$ cat src/rtl/mux_rr_n1.sv
// N:1 registered multiplexer with per-channel valid/ready, fixed-select or
// round-robin arbitration, and a one-word output register with backpressure.
module mux_rr_n1 #(
    parameter int WIDTH    = 2,
    parameter int CHANNELS = 4,
    parameter int SEL_W    = 2
) (
    input  logic                      clk,
    input  logic                      reset_L,
    input  logic                      mode,
    input  logic [SEL_W-1:0]          selector,
    input  logic [CHANNELS-1:0]       valid_in,
    input  logic [CHANNELS*WIDTH-1:0] data_in,
    output logic [CHANNELS-1:0]       ready_in,
    output logic [WIDTH-1:0]          data_out,
    output logic                      valid_out,
    output logic [SEL_W-1:0]          sel_out,
    input  logic                      ready_out
);

    logic [WIDTH-1:0] data_q, data_d;
    logic [SEL_W-1:0] sel_q, sel_d;
    logic             valid_q, valid_d;
    logic [SEL_W-1:0] last_grant_q, last_grant_d;

    logic             load_en;
    logic             grant_vld;
    logic [SEL_W-1:0] grant_idx;
    logic [WIDTH-1:0] grant_data;
    logic             xfer;
    int               idx;

    assign load_en = !valid_q || ready_out;

    // Round-robin search starts just past the last granted channel and wraps.
    always_comb begin
        grant_vld = 1'b0;
        grant_idx = '0;
        idx       = 0;
        if (!mode) begin
            if (int'(selector) < CHANNELS) begin
                grant_vld = 1'b1;
                grant_idx = selector;
            end
        end else begin
            for (int k = 1; k <= CHANNELS; k++) begin
                idx = (int'(last_grant_q) + k) % CHANNELS;
                if (!grant_vld && valid_in[idx]) begin
                    grant_vld = 1'b1;
                    grant_idx = SEL_W'(idx);
                end
            end
        end
    end

    always_comb begin
        ready_in   = '0;
        grant_data = '0;
        for (int i = 0; i < CHANNELS; i++) begin
            if (grant_idx == SEL_W'(i)) begin
                grant_data  = data_in[i*WIDTH +: WIDTH];
                ready_in[i] = reset_L && load_en && grant_vld;
            end
        end
    end

    assign xfer = |(valid_in & ready_in);

    always_comb begin
        data_d       = data_q;
        sel_d        = sel_q;
        valid_d      = valid_q;
        last_grant_d = last_grant_q;
        if (xfer) begin
            data_d  = grant_data;
            sel_d   = grant_idx;
            valid_d = 1'b1;
            if (mode) begin
                last_grant_d = grant_idx;
            end
        end else if (ready_out) begin
            valid_d = 1'b0;
        end
    end

    always_ff @(posedge clk) begin
        if (!reset_L) begin
            data_q       <= '0;
            sel_q        <= '0;
            valid_q      <= 1'b0;
            last_grant_q <= SEL_W'(CHANNELS - 1);
        end else begin
            data_q       <= data_d;
            sel_q        <= sel_d;
            valid_q      <= valid_d;
            last_grant_q <= last_grant_d;
        end
    end

    assign data_out  = data_q;
    assign sel_out   = sel_q;
    assign valid_out = valid_q;

endmodule

$ cat config.mk
export PLATFORM = sky130hd
export DESIGN_NAME = mux_rr_n1
export DESIGN_NICKNAME = d
export VERILOG_FILES = /design/src/rtl/mux_rr_n1.sv
export SDC_FILE = /design/constraint.sdc
export NUM_CORES = 1
export LEC_CHECK = 0
export CAP_MARGIN = 25
export CORE_UTILIZATION = 43
export DETAILED_ROUTE_END_ITERATION = 6
export MAX_ROUTING_LAYER = met4
export PLACE_DENSITY_LB_ADDON = 0.12
export SYNTH_ARGS = -nofsm -noshare
export SYNTH_HDL_FRONTEND = slang
export SYNTH_SLANG_ARGS = --single-unit
export TNS_END_PERCENT = 30
$ cat constraint.sdc
create_clock -name clk -period 2.5 [get_ports clk]
set_clock_uncertainty 0.1 [all_clocks]
set_input_delay 0.25 -clock clk [delete_from_list [all_inputs] [get_ports clk]]
set_output_delay 0.25 -clock clk [all_outputs]
set_load 0.03 [all_outputs]
# Yosys cells after proc, flatten, opt, wreduce, memory -nomap -nowiden
# Index checks and enable logic that the tools add are counted.
[totals] elab_cells=73 in_bits=18 reg_bits=7
[op_classes] n_reduce_logical=18 addsub=4 mux=35 bitwise_logic=5 n_eq_ne=3 order_cmp=4
[op_table] cell="two-way mux 1 bit" n=22
[op_table] cell="two-way mux 2 bit" n=9
[op_table] cell="< comparator 3 x 4 -> 1 bit (second input constant)" n=4
[op_table] cell="binary-select mux 1 bit (select 2 bit)" n=4
[op_table] cell="OR reduction 2 bit" n=4
[op_table] cell="logical AND 1 bit" n=5
[op_table] cell="adder 2 x 1 -> 2 bit (second input constant)" n=2
[op_table] cell="adder 2 bit (second input constant)" n=2
[op_table] cell="bitwise AND 1 bit (first input constant)" n=4
[op_table] cell="bitwise AND 4 bit" n=1
[op_table] cell="equality test 2 bit (second input constant)" n=2
[op_table] cell="logical NOT 1 bit" n=4
[op_table] cell="OR reduction 4 bit" n=1
[op_table] cell="equality test 2 x 1 -> 1 bit (second input constant)" n=1
[op_table] cell="logical NOT 2 bit" n=1
[op_table] cell="AND reduction 2 bit" n=1
[op_table] cell="nonzero test 2 bit" n=1
[op_table] cell="logical OR 1 bit" n=1

# Longest topological paths before layout
[depth] ltp_word=25 mapped_depth=7 mapped_depth_nobuf=6

# Worst setup path after synthesis
# No wires, ideal clock.
[synth_path] path_kind="flip-flop to output port" from="reg last_grant_q[1]" to="out ready_in[0]" t_arrival_ns=1.593 n_path_buf=1 setup_slack_ns=0.557 stages_incl_launch_ff=7 cell_sequence="dfxtp_1 buf_6 nand2_1 o22a_4 a32oi_4 inv_1 nor2_1"
[synth_via] elab_chain_cells=20 word_cells_on_any_way=38
[synth_lines] item="start, declared" line="24" rtl="logic [SEL_W-1:0] last_grant_q, last_grant_d;"
[synth_lines] item="start signal, assigned" line="91" rtl="last_grant_q <= SEL_W'(CHANNELS - 1);"
[synth_lines] item="start signal, assigned" line="96" rtl="last_grant_q <= last_grant_d;"
[synth_lines] item="adder 2 x 1 -> 2 bit" line="47" rtl="idx = (int'(last_grant_q) + k) % CHANNELS;"
[synth_lines] item="binary-select mux 1 bit (select 2 bit)" line="48" rtl="if (!grant_vld && valid_in[idx]) begin"
[synth_lines] item="two-way mux 1 bit (implied by the code) (2 in series)" line="48"
[synth_lines] item="two-way mux 1 bit" line="48"
[synth_lines] item="two-way mux 1 bit" line="40" rtl="if (!mode) begin"
[synth_lines] item="logical NOT 1 bit" line="48"
[synth_lines] item="logical AND 1 bit" line="48"
[synth_lines] item="two-way mux 1 bit" line="48"
[synth_lines] item="[3 not listed]"
[synth_lines] item="two-way mux 1 bit" line="48"
[synth_lines] item="two-way mux 1 bit" line="40"
[synth_lines] item="logical NOT 1 bit" line="48"
[synth_lines] item="logical AND 1 bit" line="48"
[synth_lines] item="two-way mux 2 bit or two-way mux 1 bit (tied branches)" line="48"
[synth_lines] item="two-way mux 2 bit or two-way mux 1 bit (tied branches)" line="40"
[synth_lines] item="logical NOT 2 bit or logical AND 1 bit (tied branches)" line="60, 62"
[synth_lines] item="two-way mux 1 bit (*)" line="60" rtl="if (grant_idx == SEL_W'(i)) begin"
[synth_lines] item="end, declared" line="14" rtl="output logic [CHANNELS-1:0] ready_in,"
# Mark *: on every way between the ends. The rest lies on a longest branch, timed or not. The select of a mux whose other input is x is not followed.

# Final worst setup path
[layout_path] from="in valid_in[0]" to="out ready_in[1]"
[layout_via] elab_chain_cells=19 word_cells_on_any_way=34
[layout_lines] item="start, declared" line="12" rtl="input logic [CHANNELS-1:0] valid_in,"
[layout_lines] item="binary-select mux 1 bit (select 2 bit)" line="48"
[layout_lines] item="two-way mux 1 bit (implied by the code) (2 in series)" line="48"
[layout_lines] item="two-way mux 1 bit" line="48"
[layout_lines] item="two-way mux 1 bit" line="40"
[layout_lines] item="logical NOT 1 bit" line="48"
[layout_lines] item="logical AND 1 bit" line="48"
[layout_lines] item="two-way mux 1 bit" line="48"
[layout_lines] item="two-way mux 1 bit" line="40"
[layout_lines] item="[2 not listed]"
[layout_lines] item="two-way mux 1 bit" line="48"
[layout_lines] item="two-way mux 1 bit" line="40"
[layout_lines] item="logical NOT 1 bit" line="48"
[layout_lines] item="logical AND 1 bit" line="48"
[layout_lines] item="two-way mux 2 bit or two-way mux 1 bit (tied branches)" line="48"
[layout_lines] item="two-way mux 2 bit or two-way mux 1 bit (tied branches)" line="40"
[layout_lines] item="equality test 2 x 1 -> 1 bit or logical AND 1 bit (tied branches)" line="60, 62"
[layout_lines] item="two-way mux 1 bit (*)" line="60"
# Marks and branches as above.

==> reports/metrics.json <==
{
  "final_antenna_net_count": 0,
  "htree_num_levels": 1,
  "initial_utilization_pct": 47.4,
  "tritoncts": "built",
  "report.final.setup_viol": 0,
  "crit_path_cell_trace": "clkdlybuf4s50_1, mux4_2, o211ai_1, o21ai_2, nand2b_1, nor2_1, buf_4",
  "layout.nets": 129,
  "final_core_utilization_pct": 65.9,
  "final_hold_viol_count": 0,
  "layout-area-overhead-vs-synth_pct": 39.2,
  "remaining_drc_errors": 2,
  "drt_wl_total_um": 1830,
  "cts_buffers": 3,
  "routed_wire_length_per_instance_um": 14.5,
  "kind_of_end_point_of_the_critical_path": "primary output",
  "post-dp-hpwl_um": 1500,
  "layout-drive-gt1-share_pct": 25.5,
  "outcome": "finished, violations left",
  "vias": 699,
  "ios": 27,
  "antennaDiodeCount": 0,
  "drt_iter0_drcs": 24,
  "post-route-period-util_pct": 94.4,
  "worst-endpoint-required_ps": 2150,
  "gpl.final_weighted_congestion": 0.891,
  "syn_area_um2": 738,
  "groute.usage.overall_pct": 23.1,
  "type_of_the_tightest_min_delay_check": "reg -> reg",
  "syn_nets": 99,
  "rr_endpoint": "data_out[0]",
  "failed_checks": "design-rule violations",
  "cp-start-kind": "input port",
  "whs_endpoint": "data_out[1]",
  "timing.reg2reg.setup_slack_ps": 370,
  "power_leakage_nw": 0.442,
  "critical_path_class": "in -> out",
  "rows": 14,
  "grt_pass1_vias": 671,
  "die_w_um": 43.4,
  "timing.max_slew.rel_slack_pct": 75.6,
  "grt_overflow": 0,
  "post_drt_via_cell_ratio": 5.55,
  "postCtsSetupBuffers": 0,
  "number_of_cells_on_the_worst_hold_path": 2,
  "cts-resized-gates": 0,
  "clkSlewWorstSetupHoldPaths_ps": 50,
  "netlist_instances": 81,
  "grt_first_pass_wirelength_um": 3170,
  "syn_area_per_cell_um2": 9.11,
  "cpMaxStageDelayCell": "sky130_fd_sc_hd__clkdlybuf4s50_1",
  "dieHeight_um": 43.4,
  "min_period_ps": 2360,
  "r2r_cells": 8,
  "worst_skew_pair.late_latency_ps": 250,
  "slowest_delay_ps": 560,
  "worstMarginPinSlew_ps": 366,
  "r2r-start": "last_grant_q[1]",
  "cts_hold_repair.buffers": 0,
  "power.density_nw_per_um2": 496,
  "cts_max_path_buffers": 2,
  "critical_path_peak_fanout": 10,
  "synth_cell_type_count": 36,
  "antenna_found_initial": 0,
  "synth-seq-cells": 7,
  "hold_path.startpoint": "data_out[1]",
  "clock-sinks": 7,
  "ir_drop_mv": 0.185,
  "core_area_um2": 1560,
  "max_clock_freq_mhz": 424,
  "fillCellCount": 138,
  "yosysSeqAreaShare_pct": 19.0,
  "ys_warn_count": 0,
  "cts_root_buffer": "sky130_fd_sc_hd__clkbuf_4",
  "die_area_um2": 1890,
  "max-cap-violations": 0,
  "rsz0062_at_grt": "false",
  "grt_max_degree": 11,
  "cp_data_arrival_time_ps": 2010,
  "final-max-slew-violation-count": 0,
  "count_of_tritonroute_iterations_in_the_first_routing_pass": 6,
  "buffers_added_on_ports": 26,
  "timing.setup.tns_ps": 0
}
==> final cells by class <==
| cell class | instances | area [um^2] | share of cell area (%) |
|---|---|---|---|
| multi-input combinational | 66 | 541 | 52.6 |
| timing repair buffer | 31 | 293 | 28.5 |
| sequential | 7 | 140 | 13.6 |
| clock buffer | 4 | 26.3 | 2.56 |
| tap | 16 | 20.0 | 1.95 |
| inverter | 2 | 7.51 | 0.731 |
==> kinds of logic after synthesis <==
kind of cell | Yosys count | share of synthesized area (%)
buffers and inverters | 8 | 7.79
flip-flops | 7 | 19.0
AO/OA/AOI/OAI | 18 | 25.8
AND/OR/NAND/NOR | 34 | 26.3
multiplexers | 14 | 21.2
==> layer usage <==
metal	wire length (um)	track usage, %
met2	874	33.3
met5	0	-
met4	27	11.3
met1	864	32.0
met3	66	2.50
==> per-stage QoR <==
| step | instances | setup WS, ps | hold WS, ps | area (um^2) | total power, mW |
|---|---|---|---|---|---|
| global route | 126 | 14.1 | 410 | 1030 | 0.546 |
| finish | 126 | 140 | 370 | 1030 | 0.509 |
| floorplan | 81 | 557 | 317 | 738 | 0.320 |
| detailed placement | 122 | 60.8 | 359 | 996 | 0.407 |
| global placement | 122 | 89.5 | 357 | 996 | 0.404 |
| CTS | 126 | 128 | 368 | 1020 | 0.512 |
==> worst max path at each step <==
stage,to,from
floorplan,ready_in[0],last_grant_q[1]
global placement,data_out[0],valid_in[3]
detailed placement,sel_out[0],valid_in[2]
CTS,ready_in[1],valid_in[1]
global route,ready_in[1],last_grant_q[1]
finish,ready_in[1],valid_in[0]
==> cells in the mapped netlist <==
library cell	count	area, um^2
sky130_fd_sc_hd__a21oi_1	1	5.00
sky130_fd_sc_hd__a22o_1	1	8.76
sky130_fd_sc_hd__a32oi_4	1	27.5
sky130_fd_sc_hd__and2_1	1	6.26
sky130_fd_sc_hd__buf_2	1	5.00
sky130_fd_sc_hd__buf_4	3	22.5
sky130_fd_sc_hd__buf_6	2	22.5
sky130_fd_sc_hd__dfxtp_1	7	140
sky130_fd_sc_hd__inv_1	1	3.75
sky130_fd_sc_hd__inv_2	1	3.75
sky130_fd_sc_hd__mux2_1	1	11.3
sky130_fd_sc_hd__mux2_2	2	22.5
sky130_fd_sc_hd__mux2i_1	10	100
sky130_fd_sc_hd__mux4_2	1	22.5
sky130_fd_sc_hd__nand2_1	9	33.8
sky130_fd_sc_hd__nand2_4	1	11.3
sky130_fd_sc_hd__nand2b_1	5	31.3
sky130_fd_sc_hd__nand3b_1	4	30.0
sky130_fd_sc_hd__nor2_1	6	22.5
sky130_fd_sc_hd__nor2_2	1	6.26
sky130_fd_sc_hd__nor2b_1	1	6.26
sky130_fd_sc_hd__nor2b_2	1	8.76
sky130_fd_sc_hd__nor3_1	1	5.00
sky130_fd_sc_hd__o2111ai_2	1	15.0
sky130_fd_sc_hd__o211ai_1	5	37.5
sky130_fd_sc_hd__o21ai_1	1	5.00
sky130_fd_sc_hd__o21ai_2	2	17.5
sky130_fd_sc_hd__o21ba_1	1	10.0
sky130_fd_sc_hd__o22a_4	1	17.5
sky130_fd_sc_hd__o22ai_1	2	12.5
sky130_fd_sc_hd__o22ai_2	1	12.5
sky130_fd_sc_hd__o31ai_4	1	21.3
sky130_fd_sc_hd__or2_2	1	6.26
sky130_fd_sc_hd__or3b_2	1	8.76
sky130_fd_sc_hd__or4_1	1	7.51
sky130_fd_sc_hd__or4b_1	1	10.0
==> placed cells by master, fill, tap and decap left out, types with 2 or more instances in the layout <==
cell / instances
sky130_fd_sc_hd__o21ai_2: 2
sky130_fd_sc_hd__mux2_2: 2
sky130_fd_sc_hd__buf_4: 9
sky130_fd_sc_hd__nand2_1: 9
sky130_fd_sc_hd__o211ai_1: 5
sky130_fd_sc_hd__dlymetal6s2s_1: 2
sky130_fd_sc_hd__mux2i_1: 10
sky130_fd_sc_hd__nand3b_1: 4
sky130_fd_sc_hd__o22ai_1: 2
sky130_fd_sc_hd__clkdlybuf4s50_1: 20
sky130_fd_sc_hd__dfxtp_1: 7
sky130_fd_sc_hd__nor2_1: 6
sky130_fd_sc_hd__clkbuf_4: 3
sky130_fd_sc_hd__nand2b_1: 5
==> flip-flops by register name, summed over array words and instances (netlist names) <==
signal,flops
data_out,2
last_grant_q,2
sel_out,2
valid_out,1
==> critical path, delay by kind of cell <==
family | cells | cell delay, ps
AO/OA/AOI/OAI | 2 | 360
AND/OR/NAND/NOR | 2 | 170
multiplexers | 1 | 510
buffers and inverters | 2 | 720
==> power breakdown <==
group          internal [mW]  leakage, nW  switching [mW]  total, mW
logic                  0.127        0.369           0.134      0.261
registers              0.129       0.0580          0.0163      0.146
clock network         0.0609       0.0150          0.0422      0.103
total                  0.317        0.442           0.192      0.509
(Power assumes the default switching activity.)
